<file path="config.mk">
export PLATFORM = sky130hd
export DESIGN_NAME = pwm_multi_driver
export DESIGN_NICKNAME = d
export VERILOG_FILES = /design/src/rtl/pwm_multi_driver.sv
export SDC_FILE = /design/constraint.sdc
export NUM_CORES = 1
export LEC_CHECK = 0
export CAP_MARGIN = 10
export CORE_AREA = 8 8 141 143
export DETAILED_ROUTE_END_ITERATION = 16
export DIE_AREA = 0 0 149 151
export PLACE_DENSITY = 0.76
export SLEW_MARGIN = 20
export SYNTH_ARGS = -nofsm -noshare
export SYNTH_HDL_FRONTEND = slang
export SYNTH_SLANG_ARGS = --single-unit
</file>
<file path="constraint.sdc">
create_clock -name clk_pwm -period 2.3 [get_ports clk_pwm]
set_input_delay 0.46 -clock clk_pwm [delete_from_list [all_inputs] [get_ports clk_pwm]]
set_output_delay 0.46 -clock clk_pwm [all_outputs]
set_load 0.01 [all_outputs]
</file>
<file path="src/rtl/pwm_multi_driver.sv">
// Multi-channel PWM engine: one shared period counter, per-channel static or breathing duty,
// with duty/mode writes staged and applied on period boundaries.
module pwm_multi_driver #(
    parameter int PWM_BITS = 12,
    parameter int CHANNELS = 4,
    parameter int CH_W     = 2,
    parameter int STEP     = 16,
    parameter int DIV_BITS = 8
) (
    input  logic                         clk_pwm,
    input  logic                         areset_n,
    input  logic                         enable,
    input  logic                         wr_en,
    input  logic [CH_W-1:0]              wr_ch,
    input  logic [PWM_BITS-1:0]          wr_duty,
    input  logic                         wr_mode,
    input  logic [DIV_BITS-1:0]          inc_div,
    output logic [CHANNELS-1:0]          pwm_out,
    output logic                         period_start,
    output logic [CHANNELS*PWM_BITS-1:0] duty_out
);

    localparam logic [PWM_BITS-1:0] MAX    = '1;
    localparam logic [PWM_BITS:0]   MAX_W  = {1'b0, MAX};
    localparam logic [PWM_BITS:0]   STEP_W = (PWM_BITS + 1)'(STEP);
    localparam logic [PWM_BITS-1:0] STEP_D = PWM_BITS'(STEP);

    logic [PWM_BITS-1:0] cnt;
    logic [DIV_BITS-1:0] presc;
    logic [PWM_BITS-1:0] duty_eff    [CHANNELS];
    logic [PWM_BITS-1:0] pend_duty   [CHANNELS];
    logic [PWM_BITS-1:0] breath_duty [CHANNELS];
    logic [CHANNELS-1:0] mode;
    logic [CHANNELS-1:0] dir_down;
    logic [CHANNELS-1:0] pend_mode;
    logic [CHANNELS-1:0] pend_valid;
    logic [CHANNELS-1:0] wr_hit;
    logic [CHANNELS-1:0] breath_dir;
    logic                boundary;
    logic                apply;
    logic                tick;

    assign boundary = enable && (cnt == MAX);
    // While stopped there is no period to wait for, so staged writes land on every edge.
    assign apply    = boundary || !enable;
    assign tick     = boundary && (presc == inc_div);

    // NOTE: every signal assigned in this block gets a default first, so no latch can be inferred.
    always_comb begin
        wr_hit     = '0;
        breath_dir = dir_down;
        for (int i = 0; i < CHANNELS; i++) begin
            breath_duty[i] = duty_eff[i];
            wr_hit[i]      = wr_en && (wr_ch == CH_W'(i));
            if (!dir_down[i]) begin
                if ({1'b0, duty_eff[i]} + STEP_W > MAX_W) begin
                    breath_duty[i] = MAX;
                    breath_dir[i]  = 1'b1;
                end else begin
                    breath_duty[i] = duty_eff[i] + STEP_D;
                end
            end else begin
                if ({1'b0, duty_eff[i]} < STEP_W) begin
                    breath_duty[i] = '0;
                    breath_dir[i]  = 1'b0;
                end else begin
                    breath_duty[i] = duty_eff[i] - STEP_D;
                end
            end
        end
    end

    // NOTE: sequential state uses non-blocking assignments so every flop samples pre-edge values.
    always_ff @(posedge clk_pwm or negedge areset_n) begin
        if (!areset_n) begin
            cnt          <= '0;
            presc        <= '0;
            period_start <= 1'b0;
            pwm_out      <= '0;
        end else begin
            cnt          <= enable ? cnt + 1'b1 : '0;
            period_start <= boundary;
            if (tick) begin
                presc <= '0;
            end else if (boundary) begin
                presc <= presc + 1'b1;
            end
            for (int i = 0; i < CHANNELS; i++) begin
                pwm_out[i] <= enable && (cnt < duty_eff[i]);
            end
        end
    end

    // NOTE: the per-channel arrays are plain flops rather than a RAM, so they take the async reset.
    always_ff @(posedge clk_pwm or negedge areset_n) begin
        if (!areset_n) begin
            mode       <= '0;
            dir_down   <= '0;
            pend_mode  <= '0;
            pend_valid <= '0;
            for (int i = 0; i < CHANNELS; i++) begin
                duty_eff[i]  <= '0;
                pend_duty[i] <= '0;
            end
        end else begin
            for (int i = 0; i < CHANNELS; i++) begin
                if (apply && wr_hit[i]) begin
                    duty_eff[i]   <= wr_duty;
                    mode[i]       <= wr_mode;
                    dir_down[i]   <= 1'b0;
                    pend_valid[i] <= 1'b0;
                end else if (apply && pend_valid[i]) begin
                    duty_eff[i]   <= pend_duty[i];
                    mode[i]       <= pend_mode[i];
                    dir_down[i]   <= 1'b0;
                    pend_valid[i] <= 1'b0;
                end else begin
                    if (wr_hit[i]) begin
                        pend_duty[i]  <= wr_duty;
                        pend_mode[i]  <= wr_mode;
                        pend_valid[i] <= 1'b1;
                    end
                    if (tick && mode[i]) begin
                        duty_eff[i] <= breath_duty[i];
                        dir_down[i] <= breath_dir[i];
                    end
                end
            end
        end
    end

    always_comb begin
        duty_out = '0;
        for (int i = 0; i < CHANNELS; i++) begin
            duty_out[i*PWM_BITS +: PWM_BITS] = duty_eff[i];
        end
    end

endmodule
</file>
==> results of run 1 <==
==> power by group <==
part	leakage (nW)	switching [mW]	internal, mW	total [mW]
logic	3.52	2.47	2.52	4.98
registers	1.69	0.581	2.93	3.51
clock network	0.295	1.08	1.79	2.87
==> worst max-delay path by stage <==
stage | to | cells after the start | startpoint
2_1_floorplan | duty_out[24]$_DFFE_PN0P_ | 9 | duty_out[28]$_DFFE_PN0P_
3_3_place_gp | duty_out[42]$_DFFE_PN0P_ | 8 | inc_div[5]
3_5_place_dp | duty_out[8]$_DFFE_PN0P_ | 7 | enable
4_1_cts | duty_out[39]$_DFFE_PN0P_ | 8 | cnt[0]$_DFF_PN0_
5_1_grt | duty_out[45]$_DFFE_PN0P_ | 10 | cnt[0]$_DFF_PN0_
6_report | duty_out[45]$_DFFE_PN0P_ | 10 | cnt[1]$_DFF_PN0_
==> logic make-up after synthesis <==
group | share of synthesized area [%]
compound gates | 21.2
xor+xnor | 2.11
fa+ha+maj | 7.96
buf+inv | 4.52
flops | 37.6
mux | 8.87
simple gates | 17.7
==> worst max-delay path: stages, from the launching register on <==
cell and delay (ns):
dfrtp_1 0.39, ha_4 0.16, nand4_1 0.16, buf_4 0.20
o41ai_4 0.32, buf_4 0.20, buf_8 0.16, nand2_4 0.12
o21ai_1 0.21, a21oi_1 0.07, o32a_1 0.30
==> stage by stage <==
step | util, % | instance area (sq um) | hold WS (ns) | setup TNS, ns
floorplan | - | 9120 | 0.164 | -0.0351
CTS | 67.2 | 11900 | 0.499 | 0
global route | 70.7 | 12500 | 0.522 | -6.47
finish | 70.7 | 12500 | 0.497 | -1.13
global placement | 63.3 | 11200 | 0.361 | -4.18
detailed placement | 63.3 | 11200 | 0.359 | -6.15
==> registers in the layout (all words and copies together), names as in the netlist <==
register      count
pend_duty        48
dir_down          4
cnt              12
pend_mode         4
pend_valid        4
period_start      1
duty_out         48
mode              4
pwm_out           4
presc             8
==> synth_stat cells (9+ instances only) <==
master	count
dfrtp_1	137
mux2i_1	11
o21ai_0	65
nand2_1	84
nand2b_1	11
nor2_1	89
a31oi_1	30
a21oi_1	68
and3_1	10
o221ai_1	9
mux2_2	62
ha_1	58
nand4_1	10
buf_2	14
clkbuf_1	30
inv_1	57
a21o_1	14
nand3_1	26
nor3_1	22
o211ai_1	10
xnor2_1	17
==> area by class of cell <==
class                      instances  area, sq um  area share [%]
clock buffer                      21          470            3.77
clock inverter                    11          145            1.16
inverter                          59          223            1.78
multi-input combinational        765         5690            45.6
sequential                       137         3430            27.5
tap                              229          287            2.29
timing repair buffer             256         2240            17.9
==> layer usage <==
metal | global-route usage, % | wire, um | up-vias
met5 | 0 | 0 | -
met1 | 33.4 | 12200 | 4541
li1 | - | - | 4182
met4 | 11.7 | 1380 | 0
met2 | 42.1 | 15000 | 516
met3 | 5.74 | 2970 | 110
==> timing repair <==
action,in CTS,in global routing
hold buffers,1,0
endpoints found under the hold margin,25,0
buffers inserted,6,19
gates resized for setup,8,118
endpoints found under the setup margin,21,52
pin swaps,5,23
cloned,0,5
==> metrics.md, run 1 <==
| Metric | Value |
|---|---|
| Arr. time, crit path | `2.73 ns` |
| Global-route wire length before repair | `46.3 mm` |
| Number of max-cap violations | `0` |
| Period utilization | `105%` |
| Share of post-route cells with drive strength above 1 | `29.2%` |
| Top cells by area, synth | `dfrtp_1, ha_1, mux2_2, a21oi_1, nor2_1` |
| Placed cells | `1,415` |
| Num rows | `49` |
| RePlAce Congestion | `0.973` |
| CORE AREA | `0.0177 sq mm` |
| Clk buf depth | `2` |
| Commonest non-fill, non-tap cell in the layout | `buf_4` |
| Clk_lat worst skew | `0.43 ns` |
| Syn Std Cell Area | `0.00911 sq mm` |
| I/O pin cnt | `80` |
| Critical Path RT | `2.61 ns` |
| Final net count | `1,321` |
| Final setup skew | `0.00890 ns` |
| DR iter-0 viols | `1,060` |
| All-Layer GR Usage | `26.2%` |
| Maximum fanout along the worst path | `10` |
| CTS tree | `yes` |
| Leak Pwr | `5.50 nW` |
| Worst Max-Slew Pin Slew | `0.661 ns` |
| DRC errors left | `0` |
| Cts bufs inserted | `17` |
| WL per Instance | `21.3 um` |
| # setup viols final | `37` |
| Antenna violations before repair | `0` |
| PwrDens | `910 mW/mm^2` |
| Syn nets | `1,090` |
| Cell taking the most area after synthesis | `dfrtp_1` |
| Origin of the critical flop-to-flop path | `cnt[1]$_DFF_PN0_` |
| Final worst slack | `-0.120 ns` |
| Failing checks | `setup timing` |
| CTS clk-pin slew, worst paths | `0.06 ns` |
| HP Class | `input pin to async pin` |
| CP Launch Type | `flop` |
| Area Overhead vs Synth | `37.0%` |
| Clock sink count | `137` |
| Pin count of the biggest net entering global routing | `60` |
| ANT nets after route | `0` |
| Fin cells | `1,478` |
| Most frequent cells in the layout | `buf_4, dfrtp_1, nor2_1, clkdlybuf4s50_1, nand2_1` |
| Inserted Diodes | `0` |
| Vias in the first global route | `8,748` |
| Die Area | `0.0225 sq mm` |
| Number of fill cells | `1,230` |
| GRT overflow | `0` |
| Die W | `149 um` |
| Drt pass-1 iters | `6` |
| Final Power | `11.4 mW` |
| VDD IR max | `0.584 mV` |
| Fin. Hold Viols | `0` |
| IO buf count | `79` |
| Reg2Reg Depth | `10` |
| Dominant synthesized flop cell | `dfrtp_1` |
| Total wire length | `31.5 mm` |
| Warnings from Yosys | `0` |
| Count of different cell masters after synthesis | `82` |
| Slew headroom | `55.8%` |
| Achievable Freq | `413 MHz` |
| Initial Utilization | `51.6%` |
| Final slew viol count | `0` |
| Via count | `9,349` |
| CP Capture Type | `flop` |
| Kind of critical path | `flop to flop` |
| Register area share after synthesis | `37.6%` |
| Async SR Flop Fraction | `100%` |
| Yosys top cell area share | `37.6%` |
| Mean number of vias per cell | `6.33` |
| Post-synth EDFFs | `0` |
| Register bit total from synthesis | `137` |
| R2r endpoint | `duty_out[45]$_DFFE_PN0P_` |
| Post-Place Setup Slack | `-0.235 ns` |
| Die height | `151 um` |
| Clock root buffer | `clkbuf_16` |
| Flop2flop setup slack | `-0.12 ns` |
| Avg Synthesized Cell Area | `9.07 sq um` |
| Mapped Cells | `1,005` |
| H-tree levels | `4` |
| RSZ-0062 raised after global routing | `yes` |
| Min cycle time layout | `2.42 ns` |
| DPL Wire Length | `21.0 mm` |
| Status | `finished with violations` |
Power figures use the tool's default switching activity.
==> inputs of run 2 (changes only) <==
--- a/config.mk
+++ b/config.mk
@@ -14,3 +14,4 @@
 export SYNTH_ARGS = -nofsm -noshare
 export SYNTH_HDL_FRONTEND = slang
 export SYNTH_SLANG_ARGS = --single-unit
+export TNS_END_PERCENT = 50
==> metrics.md, run 2 (synthesis gave the netlist of run 1 again) <==
| Metric | Value |
|---|---|
| Maximum fanout along the worst path | `5 (was 10)` |
| Critical Path RT | `2.64 ns (was 2.61 ns)` |
| Fin. Hold Viols | `0 (unchanged)` |
| Worst Max-Slew Pin Slew | `0.624 ns (was 0.661 ns)` |
| Cts bufs inserted | `17 (unchanged)` |
| Fin cells | `1,475 (was 1,478)` |
| Failing checks | `setup timing (unchanged)` |
| Initial Utilization | `51.6% (unchanged)` |
| Total wire length | `29.6 mm (was 31.5 mm)` |
| VDD IR max | `0.553 mV (was 0.584 mV)` |
| Die height | `151 um (unchanged)` |
| Kind of critical path | `flop to flop (unchanged)` |
| # setup viols final | `5 (was 37)` |
| Final setup skew | `0.0126 ns (was 0.00890 ns)` |
| PwrDens | `900 mW/mm^2 (was 910 mW/mm^2)` |
| Clk buf depth | `2 (unchanged)` |
| H-tree levels | `4 (unchanged)` |
| Vias in the first global route | `8,582 (was 8,748)` |
| WL per Instance | `20.1 um (was 21.3 um)` |
| DPL Wire Length | `20.8 mm (was 21.0 mm)` |
| IO buf count | `79 (unchanged)` |
| All-Layer GR Usage | `25.6% (was 26.2%)` |
| Post-Place Setup Slack | `-0.249 ns (was -0.235 ns)` |
| Number of fill cells | `1,304 (was 1,230)` |
| Num rows | `49 (unchanged)` |
| Final instance area | `0.0124 sq mm (was 0.0125 sq mm)` |
| Mean number of vias per cell | `6.19 (was 6.33)` |
| Area Overhead vs Synth | `35.9% (was 37.0%)` |
| Die Area | `0.0225 sq mm (unchanged)` |
| CTS tree | `yes (unchanged)` |
| CORE AREA | `0.0177 sq mm (unchanged)` |
| Setup_tns | `-0.0793 ns (was -1.13 ns)` |
| Final slew viol count | `0 (unchanged)` |
| Most frequent cells in the layout | `buf_4, dfrtp_1, nor2_1, nand2_1, clkdlybuf4s50_1 (was buf_4, dfrtp_1, nor2_1, clkdlybuf4s50_1, nand2_1)` |
| RePlAce Congestion | `0.940 (was 0.973)` |
| ANT nets after route | `0 (unchanged)` |
| Die W | `149 um (unchanged)` |
| Routing usage on met3 | `5.20% (was 5.74%)` |
| Routing usage on met1 | `32.9% (was 33.4%)` |
| Status | `finished with violations (unchanged)` |
| Final worst slack | `-0.0501 ns (was -0.120 ns)` |
| GRT overflow | `0 (unchanged)` |
| Inserted Diodes | `0 (unchanged)` |
| Share of post-route cells with drive strength above 1 | `28.1% (was 29.2%)` |
| Leak Pwr | `5.42 nW (was 5.50 nW)` |
| Via count | `9,129 (was 9,349)` |
| RSZ-0062 raised after global routing | `yes (unchanged)` |
| Placed cells | `1,422 (was 1,415)` |
| Final core utilization | `70.1% (was 70.7%)` |
| Final Power | `11.1 mW (was 11.4 mW)` |
| DR iter-0 viols | `816 (was 1,060)` |
| Clock sink count | `137 (unchanged)` |
| Clock root buffer | `clkbuf_16 (unchanged)` |
| Drt pass-1 iters | `6 (unchanged)` |
| CP Capture Type | `flop (unchanged)` |
| CP Launch Type | `flop (unchanged)` |
| Antenna violations before repair | `0 (unchanged)` |
| Slew headroom | `58.2% (was 55.8%)` |
| Number of max-cap violations | `0 (unchanged)` |
| Grt peak-use layer | `met2 (unchanged)` |
| Final net count | `1,319 (was 1,321)` |
| Commonest non-fill, non-tap cell in the layout | `buf_4 (unchanged)` |
| CTS clk-pin slew, worst paths | `0.06 ns (about the same)` |
| Arr. time, crit path | `2.69 ns (was 2.73 ns)` |
| DP Area | `0.0112 sq mm (about the same)` |
| Pin count of the biggest net entering global routing | `48 (was 60)` |
| Achievable Freq | `426 MHz (was 413 MHz)` |
| I/O pin cnt | `80 (unchanged)` |
| DRC errors left | `0 (unchanged)` |
| HP Class | `flop to flop (was input pin to async pin)` |
| Min cycle time layout | `2.35 ns (was 2.42 ns)` |
| GR Util met2 | `41.4% (was 42.1%)` |
| Global-route wire length before repair | `45.3 mm (was 46.3 mm)` |
| Final hold slack | `0.488 ns (was 0.497 ns)` |
| Period utilization | `102% (was 105%)` |
| Clk_lat worst skew | `0.43 ns (about the same)` |
## run 2: cell count changes in the layout (fill, tap and decap cells not counted), sizes merged
| cell | delta |
|---|---|
| a31o | -1 |
| buf | -1 |
| inv | +1 |
| clkbuf | +3 |
| clkinv | -3 |
| bufinv | -1 |
| clkinvlp | -1 |
## run 2: per-layer routing
metal,share of wire [%],vias up
li1,-,4184
met5,0,-
met3,8.0,95
met2,47,457
met4,3.7,0
met1,41,4393
## run 2: worst max-delay path, stage by stage (launching register included)
cell     delay [ns]
dfrtp_1        0.36
ha_2           0.18
nand4_1        0.11
o41a_1         0.53
buf_4          0.20
nor2_1         0.13
buf_4          0.15
nor2_1         0.05
buf_4          0.12
a32o_1         0.23
a31oi_1        0.19
## run 2: path summary, 6_finish.rpt
path | start | slack [ns] | cells past startpoint | end
worst max register to register | cnt[1]$_DFF_PN0_ | -0.05 | 10 | duty_out[20]$_DFFE_PN0P_
worst min-delay path | pend_duty[40]$_DFFE_PN0P_ | 0.49 | 2 | pend_duty[40]$_DFFE_PN0P_
worst max-delay path | cnt[1]$_DFF_PN0_ | -0.05 | 10 | duty_out[20]$_DFFE_PN0P_
min in group asynchronous | areset_n | 0.55 | 2 | pend_duty[12]$_DFFE_PN0P_
worst min register to register | pend_duty[40]$_DFFE_PN0P_ | 0.49 | 2 | pend_duty[40]$_DFFE_PN0P_
max in group asynchronous | areset_n | 1.07 | 3 | pend_duty[5]$_DFFE_PN0P_
## run 2: cell type report
class	instances	area, sq um	share of cell area (%)
Clock buffer	24	472	3.81
Sequential cell	137	3430	27.7
Multi-Input combinational cell	764	5660	45.7
Timing Repair Buffer	255	2220	17.9
Clock inverter	7	93.8	0.758
Inverter	59	221	1.79
Tap cell	229	287	2.31
## run 2: timing repair
action / CTS / global route
setup buffers: 3 / 18
hold buffers: 1 / 0
pin swaps: 5 / 27
resized for setup: 9 / 89
endpoints found under the hold margin: 33 / 0
endpoints found under the setup margin: 18 / 52
## run 2: power by group
group / switching (mW) / internal, mW
logic: 2.43 / 2.57
clock network: 1.01 / 1.64
registers: 0.563 / 2.93
total: 4.01 / 7.14
==> inputs of run 3 (changes only) <==
--- a/config.mk
+++ b/config.mk
@@ -5,6 +5,7 @@
 export SDC_FILE = /design/constraint.sdc
 export NUM_CORES = 1
 export LEC_CHECK = 0
+export ABC_CLOCK_PERIOD_IN_PS = 2300
 export CAP_MARGIN = 10
 export CORE_AREA = 8 8 141 143
 export DETAILED_ROUTE_END_ITERATION = 16
==> results of run 3 <==
Same layout as run 2: the final DEF is identical, and so are final timing and power.
